<file path="config.mk">
export PLATFORM = sky130hd
export DESIGN_NAME = snn_spike_aer_tx
export DESIGN_NICKNAME = d
export VERILOG_FILES = /design/src/rtl/snn_spike_aer_tx.sv
export SDC_FILE = /design/constraint.sdc
export NUM_CORES = 1
export LEC_CHECK = 0
export CAP_MARGIN = 40
export CORE_MARGIN = 2
export CORE_UTILIZATION = 41
export CTS_CLUSTER_SIZE = 16
export DETAILED_ROUTE_END_ITERATION = 10
export PLACE_DENSITY_LB_ADDON = 0.1
export SLEW_MARGIN = 20
export SYNTH_ARGS = -nofsm -noshare
export SYNTH_HDL_FRONTEND = slang
export SYNTH_SLANG_ARGS = --single-unit
export TNS_END_PERCENT = 30
</file>
<file path="constraint.sdc">
create_clock -name clk -period 9.2 [get_ports clk]
set_clock_uncertainty 0.05 [all_clocks]
set_input_delay 1.84 -clock clk [delete_from_list [all_inputs] [get_ports clk]]
set_output_delay 1.84 -clock clk [all_outputs]
set_load 0.01 [all_outputs]
</file>
<file path="src/rtl/snn_spike_aer_tx.sv">
// snn_spike_aer_tx: address-event transmitter for the LIF SNN core output.
//
// Once per timestep the core's N-bit spike vector is captured and then
// serialised, lowest neuron index first, into a valid/ready stream of neuron
// addresses. Every beat carries the timestamp of the step it belongs to.
// Steps offered while a previous step is still draining are dropped. Dropped
// steps still consume a timestamp, and they are counted in ovf_cnt.
//
// Optional feature macro: AER_STEP_MARKER_EN
//   defined   : every accepted step, including an empty one, is closed by an
//               end-of-step marker beat (aer_eos=1, aer_addr=0).
//   undefined : no marker beat; aer_eos is tied to 0. Empty steps emit nothing.
//
// Ports:
//   clk, rst     clock, synchronous active-high reset
//   step_valid   spikes_vec holds a new timestep result this cycle
//   spikes_vec   spike vector, bit n = neuron n fired
//   step_ready   block can accept a step this cycle (state is idle)
//   aer_valid    event beat valid
//   aer_ready    downstream accepts beat
//   aer_addr     neuron index of beat (0 on marker beat)
//   aer_ts       timestamp of the step the beat belongs to
//   aer_eos      beat is end-of-step marker
//   busy         a step is being transmitted
//   ovf_cnt      saturating count of dropped steps
module snn_spike_aer_tx #(
  parameter int unsigned N     = 96,
  parameter int unsigned TS_W  = 16,
  parameter int unsigned OVF_W = 16
) (
  input  logic                 clk,
  input  logic                 rst,
  input  logic                 step_valid,
  input  logic [N-1:0]         spikes_vec,
  output logic                 step_ready,
  output logic                 aer_valid,
  input  logic                 aer_ready,
  output logic [$clog2(N)-1:0] aer_addr,
  output logic [TS_W-1:0]      aer_ts,
  output logic                 aer_eos,
  output logic                 busy,
  output logic [OVF_W-1:0]     ovf_cnt
);

  localparam int unsigned AW = $clog2(N);

  localparam logic [1:0] StIdle = 2'd0;
  localparam logic [1:0] StScan = 2'd1;
`ifdef AER_STEP_MARKER_EN
  localparam logic [1:0] StEos  = 2'd2;
  // Where the FSM goes once a step has no spikes left to send.
  localparam logic [1:0] StDone = StEos;
`else
  localparam logic [1:0] StDone = StIdle;
`endif

  logic [1:0]      state;
  logic [N-1:0]    mask;
  logic [TS_W-1:0] ts_cnt;
  logic [N-1:0]    mask_rest;
  logic [AW-1:0]   addr_lo;

  // Index of the lowest set bit. This is 0 when the mask is empty. The mask is
  // only ever loaded from spikes_vec, so the index cannot exceed N-1.
  always_comb begin
    addr_lo = '0;
    for (int i = int'(N) - 1; i >= 0; i--) begin
      if (mask[i]) addr_lo = AW'(i);
    end
  end

  // Clearing the lowest set bit with x & (x-1) avoids a decoder.
  assign mask_rest = mask & (mask - N'(1));

  assign step_ready = (state == StIdle);
  assign busy       = (state != StIdle);
  assign aer_valid  = (state != StIdle);
  assign aer_addr   = (state == StScan) ? addr_lo : '0;
`ifdef AER_STEP_MARKER_EN
  assign aer_eos    = (state == StEos);
`else
  assign aer_eos    = 1'b0;
`endif

  always_ff @(posedge clk) begin
    if (rst) begin
      state   <= StIdle;
      mask    <= '0;
      ts_cnt  <= '0;
      ovf_cnt <= '0;
      aer_ts  <= '0;
    end else begin
      // Every offered step consumes a timestamp. A dropped step therefore
      // shows up as a gap in the timestamps the consumer sees.
      if (step_valid) ts_cnt <= ts_cnt + 1'b1;
      if (step_valid && !step_ready && (ovf_cnt != '1)) ovf_cnt <= ovf_cnt + 1'b1;

      case (state)
        StIdle: begin
          if (step_valid) begin
            mask   <= spikes_vec;
            aer_ts <= ts_cnt;
            state  <= (|spikes_vec) ? StScan : StDone;
          end
        end
        StScan: begin
          if (aer_ready) begin
            mask <= mask_rest;
            if (mask_rest == '0) state <= StDone;
          end
        end
`ifdef AER_STEP_MARKER_EN
        StEos: begin
          if (aer_ready) state <= StIdle;
        end
`endif
        default: state <= StIdle;
      endcase
    end
  end

endmodule

</file>
# Word-level counts from Yosys, hierarchy flattened
# Index checks and enable logic that the tools add are counted.
[totals]
reg_bits = 146
inputBits = 100
out_inout_bits = 43
[op_classes]
add_sub_neg = 3
n_eq_ne = 5
muxes = 105
n_bitwise = 1
n_reduce_logical = 11
[ops]
columns = ["operator", "count"]
rows = [
  ["7-bit 2-to-1 mux", 97],
  ["96-bit 2-to-1 mux", 2],
  ["96-bit case mux with 2 select lines", 1],
  ["96-bit bitwise AND", 1],
  ["96-bit zero test", 1],
  ["96-bit OR reduction", 1],
  ["96-bit by 1-bit subtractor with 96-bit output (second input constant)", 1],
  ["16-bit by 1-bit adder with 16-bit output (second input constant)", 2],
  ["16-bit != test (second input constant)", 1],
  ["2-bit 2-to-1 mux", 3],
  ["3-bit AND reduction", 2],
  ["2-bit != test (second input constant)", 2],
  ["2-bit case mux with 2 select lines", 1],
  ["2-bit nonzero test", 2],
  ["2-bit by 1-bit equality test with 1-bit output (second input constant)", 1],
  ["1-bit logical AND", 2],
  ["2-bit zero test", 1],
  ["2-bit by 1-bit != test with 1-bit output (second input constant)", 1],
  ["2-bit AND reduction", 1],
  ["1-bit zero test", 1],
  ["1-bit 2-to-1 mux", 1],
]

# Logic depth before layout (Yosys ltp)
# Gate-level depths: netlist of run 1.
[logic_depth]
ltp_word = 97
mapped_depth = 12
ltp_nobuf = 9

# Worst setup path before layout of run 1
# OpenSTA, ideal clock, no wires.
[synth_path]
path_type = "register -> output"
from = "register mask[88]"
to = "output aer_addr[2]"
arrival_ns = 2.243
t_required_ns = 7.310
setup_slack_ns = 5.067
stages_incl_launch_ff = 11
n_path_buf = 1
cell_sequence = "dfxtp_1 > clkbuf_1 > or4_1 > o21ai_0 > a21oi_1 > o21a_1 > o21ai_0 > nand2_1 > a21oi_1 > o21ai_0 > a211oi_1"
[synth_via]
elab_chain_len = 90
[synth_rtl]
columns = ["item", "line", "text"]
rows = [
  ["start, declared", "58", "logic [N-1:0] mask;"],
  ["start signal, assigned", "101", "mask <= spikes_vec;"],
  ["start signal, assigned", "108", "mask <= mask_rest;"],
  ["7-bit 2-to-1 mux (89 in a row)", "68", "if (mask[i]) addr_lo = AW'(i);"],
  ["7-bit 2-to-1 mux", "78", "assign aer_addr = (state == StScan) ? addr_lo : '0;"],
  ["end, declared", "38", "output logic [$clog2(N)-1:0] aer_addr,"],
]
# No other way between the ends.

# Worst setup path after layout of run 1
[layout_path]
from = "register mask[80]"
to = "output aer_addr[3]"
[layout_via]
elab_chain_len = 82
[layout_rtl]
columns = ["item", "line"]
rows = [
  ["7-bit 2-to-1 mux (81 in a row)", "68"],
  ["7-bit 2-to-1 mux", "78"],
]
# No other way between the ends.

==> reports/qor.txt, run 1 <==
Post-synth ARST share = 0%
Die Ht = 149.8 um
Most common cell after layout, fill and taps aside = nor2_1
Mapped Cells = 1198
Ant diodes = 0
Mapped cell area = 8713 um^2
Met3 usage = 6.829%
Largest fanout on the critical path = 8
Total GRT Usage = 29.36%
Top cells by area, synth = dfxtp_1, nor2_1, nand2_1
Crit Path Class = reg2out
Largest net degree at the start of global routing = 76
Total CTS buffers = 17
Grt ovf = 0
Post-CTS setup buffers = 0
Grt met2 use = 43.85%
Final setup vio count = 0
EDFF count, synth = 0
Maximum clock rate = 182.8 MHz
Final net count = 1384
Share of cells above drive strength 1 = 5.641%
Post-Route WL = 33300 um
Worst-path clk slew = 70 ps
Worst-Margin Slew = 862.6 ps
Most frequent cells in the layout = nor2_1, dfxtp_1, clkdlybuf4s50_1
Final Hold Fails = 0
Synth-to-layout area growth = 23.85%
Distinct cell type count after synthesis = 69
Element type at the critical path start = register
Yosys warning total = 0
CTS Buffer Depth = 2
Port bufs = 141
H-tree depth = 4
Drc violations = 0
Fillers = 2102
Setup_tns = 0 ps
Core area = 20960 um^2
Max-slew headroom = 41.96%
Die area = 22430 um^2
GR Util met1 = 40.72%
Vias in the first global route = 9146
Tcrit/Tclk final = 59.45%
Register bit total from synthesis = 145
CTS tree = done
Area post-placement = 10230 um^2
Leak Pwr = 3.639 nW
Share of the synthesized area in the top cell type = 33.31%
Initial antenna violation count = 0
PostCTS Resize Cnt = 0
Router iterations before antenna repair = 7
Worst Path Required = 7310 ps
Mean Syn Cell Area = 7.273 um^2
Peak VDD IR = 131.2 uV
Status = finished clean
Final critical-path required period = 5469 ps
Hold/Removal Path Class = reg2reg
Initial Util = 41.58%
Post-synthesis sequential area ratio = 33.31%
Fin util = 51.50%
Total power = 0.001810 W
Via density = 6.293
Row count = 53
Worst skew pair latency = 430 ps
WL/cell = 21.22 um
Initial DRC Count = 958
DR vias = 9873
# hold bufs at CTS = 0
Die W = 149.8 um
Detailed placement HPWL = 23910 um
Crit path DAT = 3580 ps
Root buffer cell = clkbuf_16
Final ANT Viol Nets = 0
Final Wtd Congestion = 1.000
Post-synth top area cell = dfxtp_1
Design area = 10790 um^2
Clock sink total = 145
Post-Syn Nets = 1300
Reported max-cap violation count = 0
Busiest grt layer = met2
Power per cell area = 167.7 nW/um^2
RSZ-0062 raised after global routing = false
I/O Pins = 143
Final Slew Violations = 0
Top_reg_cell synth = dfxtp_1
First-pass GRT wire length = 51420 um
Crit path capture type = primary output
## state kept, by name (all words and copies together), names as in the netlist
name	count
ts_cnt	16
ovf_cnt	16
mask	96
aer_ts	16
state	1
## cell usage after synthesis (all sizes together) (6+ instances only)
| library cell | count |
|---|---|
| a311oi | 8 |
| nor4 | 88 |
| or4 | 19 |
| or3 | 20 |
| o31a | 6 |
| nor3 | 38 |
| inv | 25 |
| a22oi | 13 |
| a221oi | 9 |
| nand3 | 35 |
| nor2 | 183 |
| buf | 11 |
| o21ai | 66 |
| o41ai | 7 |
| dfxtp | 145 |
| or2 | 6 |
| clkbuf | 78 |
| a31oi | 9 |
| o311ai | 12 |
| nand4 | 24 |
| o22ai | 6 |
| xor2 | 20 |
| o211ai | 6 |
| and3 | 7 |
| o31ai | 17 |
| a21oi | 102 |
| xnor2 | 6 |
| nand2 | 139 |
| a2111oi | 15 |
| mux2i | 12 |
| a211oi | 14 |
## critical path: stages, from the launching register on
cell and delay (ps):
dfxtp_1 390, nor4_1 600, nand2_1 210, o21ai_0 280, nand3_1 120, a31oi_1 310
o31a_1 170, o31ai_1 70, a311oi_1 380, clkdlybuf4s50_1 610
## through the flow
step | std cells | setup WS [ps] | hold WS [ps]
after CTS | 1568 | 3776 | 410.3
after global routing | 1569 | 3506 | 433.6
after floorplan | 1198 | 5067 | 387.0
after global placement | 1535 | 4107 | 394.8
after detailed placement | 1537 | 4116 | 399.9
final | 1569 | 3731 | 406.1
## cell type report
type / instances / area, um^2 / area share, %
Sequential cell: 145 / 2903 / 26.90
Clock inverter: 13 / 127.6 / 1.183
Clock buffer: 18 / 429.2 / 3.977
Multi-Input combinational cell: 939 / 5366 / 49.73
Timing Repair Buffer: 154 / 1528 / 14.16
Tap cell: 275 / 344.1 / 3.188
Inverter: 25 / 93.84 / 0.8696
## path summary, 6_finish.rpt
kind	slack (ps)	endpoint	start	cells past startpoint
setup reg to reg	5070	state[0]$_SDFFE_PP0P_	mask[28]$_SDFFE_PP0P_	9
setup / recovery	3730	aer_addr[3]	mask[80]$_SDFFE_PP0P_	9
hold / removal	410	aer_ts[13]$_SDFFE_PP0P_	aer_ts[13]$_SDFFE_PP0P_	2
hold reg to reg	410	aer_ts[13]$_SDFFE_PP0P_	aer_ts[13]$_SDFFE_PP0P_	2
## kinds of logic (layout without fill, tap and decap cells)
group                      after synthesis  after routing  synth area share [%]
and+or+nand+nor                        578            578                 33.14
AOI/OAI and AO/OA                      317            317                 23.65
DFF                                    145            145                 33.31
buffers and inverters                  114            210                 5.227
xor gates and xnor gates                26             26                 2.613
muxes                                   12             12                 1.379
adders and majority gates                5              5                0.6318
other                                    1              1               0.04304
## layer usage
| layer | vias to the layer above | share of wire (%) | wire, um |
|---|---|---|---|
| li1 | 4633 | - | - |
| met2 | 512 | 43 | 14310 |
| met5 | - | 0 | 0 |
| met4 | 0 | 3.7 | 1221 |
| met3 | 78 | 9.1 | 3037 |
| met1 | 4650 | 44 | 14730 |
## power breakdown
part           switching (W)  internal, W  total (W)
logic               0.000240     0.000161   0.000401
registers          0.0000630     0.000659   0.000722
clock network       0.000309     0.000377   0.000686
No activity file was read; power rests on OpenSTA's default activity.
==> inputs of run 2 (changes only) <==
Clock period 9.2 ns to 4.4 ns, I/O delays scaled along.
==> run 2 against run 1 <==
- utilization rose by 1.3 points
- critical path depth rose by 1
- final area rose by 2.6%
- power rose by 120%
- sequential cell count did not move
- combinational power rose by 120%
- die area did not move
- setup slack got worse by 3600 ps
- non-clock buffer count rose by 26
- routed wire length rose by 2.9%
- sequential share of layout area fell by 0.68 points
- worst hold slack got worse by 2.2 ps
==> reports/qor.txt, run 2 (synthesis results as in run 1) <==
Most frequent cells in the layout = nor2_1, dfxtp_1, clkdlybuf4s50_1
Root buffer cell = clkbuf_16
CTS tree = done
Final setup vio count = 0
Max-slew headroom = 42.78%
Synth-to-layout area growth = 27.04%
Final Slew Violations = 0
Initial Util = 41.58%
Tcrit/Tclk final = 97.55%
Final Wtd Congestion = 1.024
Port bufs = 141
Status = finished clean
Setup slack at placement = 443.9 ps
Die W = 149.8 um
Leak Pwr = 3.788 nW
Post-Route WL = 34260 um
Final critical-path required period = 4292 ps
Die Ht = 149.8 um
Total CTS buffers = 17
Peak VDD IR = 275.4 uV
Most flop-heavy register = mask
WL/cell = 21.46 um
Die area = 22430 um^2
Via density = 6.291
Worst skew pair latency = 440 ps
Final net count = 1410
Router iterations before antenna repair = 6
Detailed placement HPWL = 25110 um
Sequential standard cell area = 2903 um^2
Hold/Removal Path Class = reg2reg
Final worst setup slack = 107.8 ps
Number of flip-flops in the largest register = 96
Ant diodes = 0
Final Hold Fails = 0
First-pass GRT wire length = 52200 um
I/O Pins = 143
CTS Buffer Depth = 2
Power per cell area = 353.3 nW/um^2
Worst-Margin Slew = 850.4 ps
Most common cell after layout, fill and taps aside = nor2_1
Largest net degree at the start of global routing = 65
Multi-input gate area = 5393 um^2
Setup_tns = 0 ps
Row count = 53
H-tree depth = 4
# hold bufs at CTS = 0
Drc violations = 0
Share of cells above drive strength 1 = 8.024%
Fillers = 2108
Fin util = 52.82%
Crit path DAT = 3360 ps
Initial DRC Count = 1150
Grt ovf = 0
Worst Path Required = 3470 ps
Element type at the critical path start = register
Maximum clock rate = 233.0 MHz
Crit path capture type = primary output
Initial antenna violation count = 0
Clock sink total = 145
Final ANT Viol Nets = 0
Largest fanout on the critical path = 8
Crit Path Class = reg2out
Reported max-cap violation count = 0
RSZ-0062 raised after global routing = false
Total GRT Usage = 29.98%
Worst-path clk slew = 70 ps
DR vias = 10040
Core area = 20960 um^2
Vias in the first global route = 9021
[run 2: cell count changes in the layout (fill, tap and decap cells not counted), moves of 3 or more]
cell      change
buf_4        +27
clkinv_2      -3
or4_1         -4
inv_8         +3
or4_4         +4
[run 2: per-layer routing]
metal	up-vias	part of all wire (%)	wire, um	track usage [%]
met5	-	0	0	0
met3	85	9.0	3087	6.463
met2	531	43	14840	45.50
li1	4694	-	-	-
met1	4730	44	15210	41.87
met4	0	3.3	1116	10.90
[run 2: stage by stage]
| stage | hold WS [ps] | area (um^2) | total power [W] | instances |
|---|---|---|---|---|
| global placement | 395.0 | 10410 | 0.002383 | 1563 |
| floorplan | 387.0 | 8713 | 0.002010 | 1198 |
| CTS | 405.5 | 11050 | 0.003889 | 1596 |
| finish | 403.9 | 11070 | 0.003911 | 1596 |
| global route | 425.8 | 11070 | 0.004057 | 1596 |
| detailed placement | 395.9 | 10440 | 0.002381 | 1564 |
[run 2: area by class of cell]
| cell class | instances | area share (%) |
|---|---|---|
| Multi-Input combinational cell | 939 | 48.72 |
| Sequential cell | 145 | 26.22 |
| Timing Repair Buffer | 180 | 15.67 |
| Clock buffer | 18 | 3.967 |
| Tap cell | 275 | 3.108 |
| Clock inverter | 14 | 1.469 |
| Inverter | 25 | 0.8477 |
[run 2: what timing repair did]
action                                  CTS  global route
resized for setup                         1             6
hold endpoints to repair                  0             0
buffers inserted                          0             0
endpoints found under the setup margin    1             3
pin swaps                                 0             0
[run 2: worst max-delay path, cell delays in order, from the launching register on]
cell,delay (ps)
dfxtp_1,390
or4_4,600
o21ai_0,210
a21oi_1,100
o21a_1,170
o21ai_0,130
nand2_1,100
a21oi_1,160
o21ai_0,160
a211oi_2,330
clkdlybuf4s50_1,580
[run 2: path summary, 6_finish.rpt]
kind,to,depth (start not counted),slack [ps],start
setup / recovery,aer_addr[2],10,110,mask[88]$_SDFFE_PP0P_
hold / removal,aer_ts[11]$_SDFFE_PP0P_,2,400,aer_ts[11]$_SDFFE_PP0P_
setup reg to reg,state[0]$_SDFFE_PP0P_,9,320,mask[28]$_SDFFE_PP0P_
hold reg to reg,aer_ts[11]$_SDFFE_PP0P_,2,400,aer_ts[11]$_SDFFE_PP0P_
[run 2: power by group]
group          leakage (nW)  internal (W)  switching (W)
Clock                 0.294      0.000827       0.000689
Combinational          2.31      0.000367       0.000524
Sequential             1.19       0.00138       0.000125
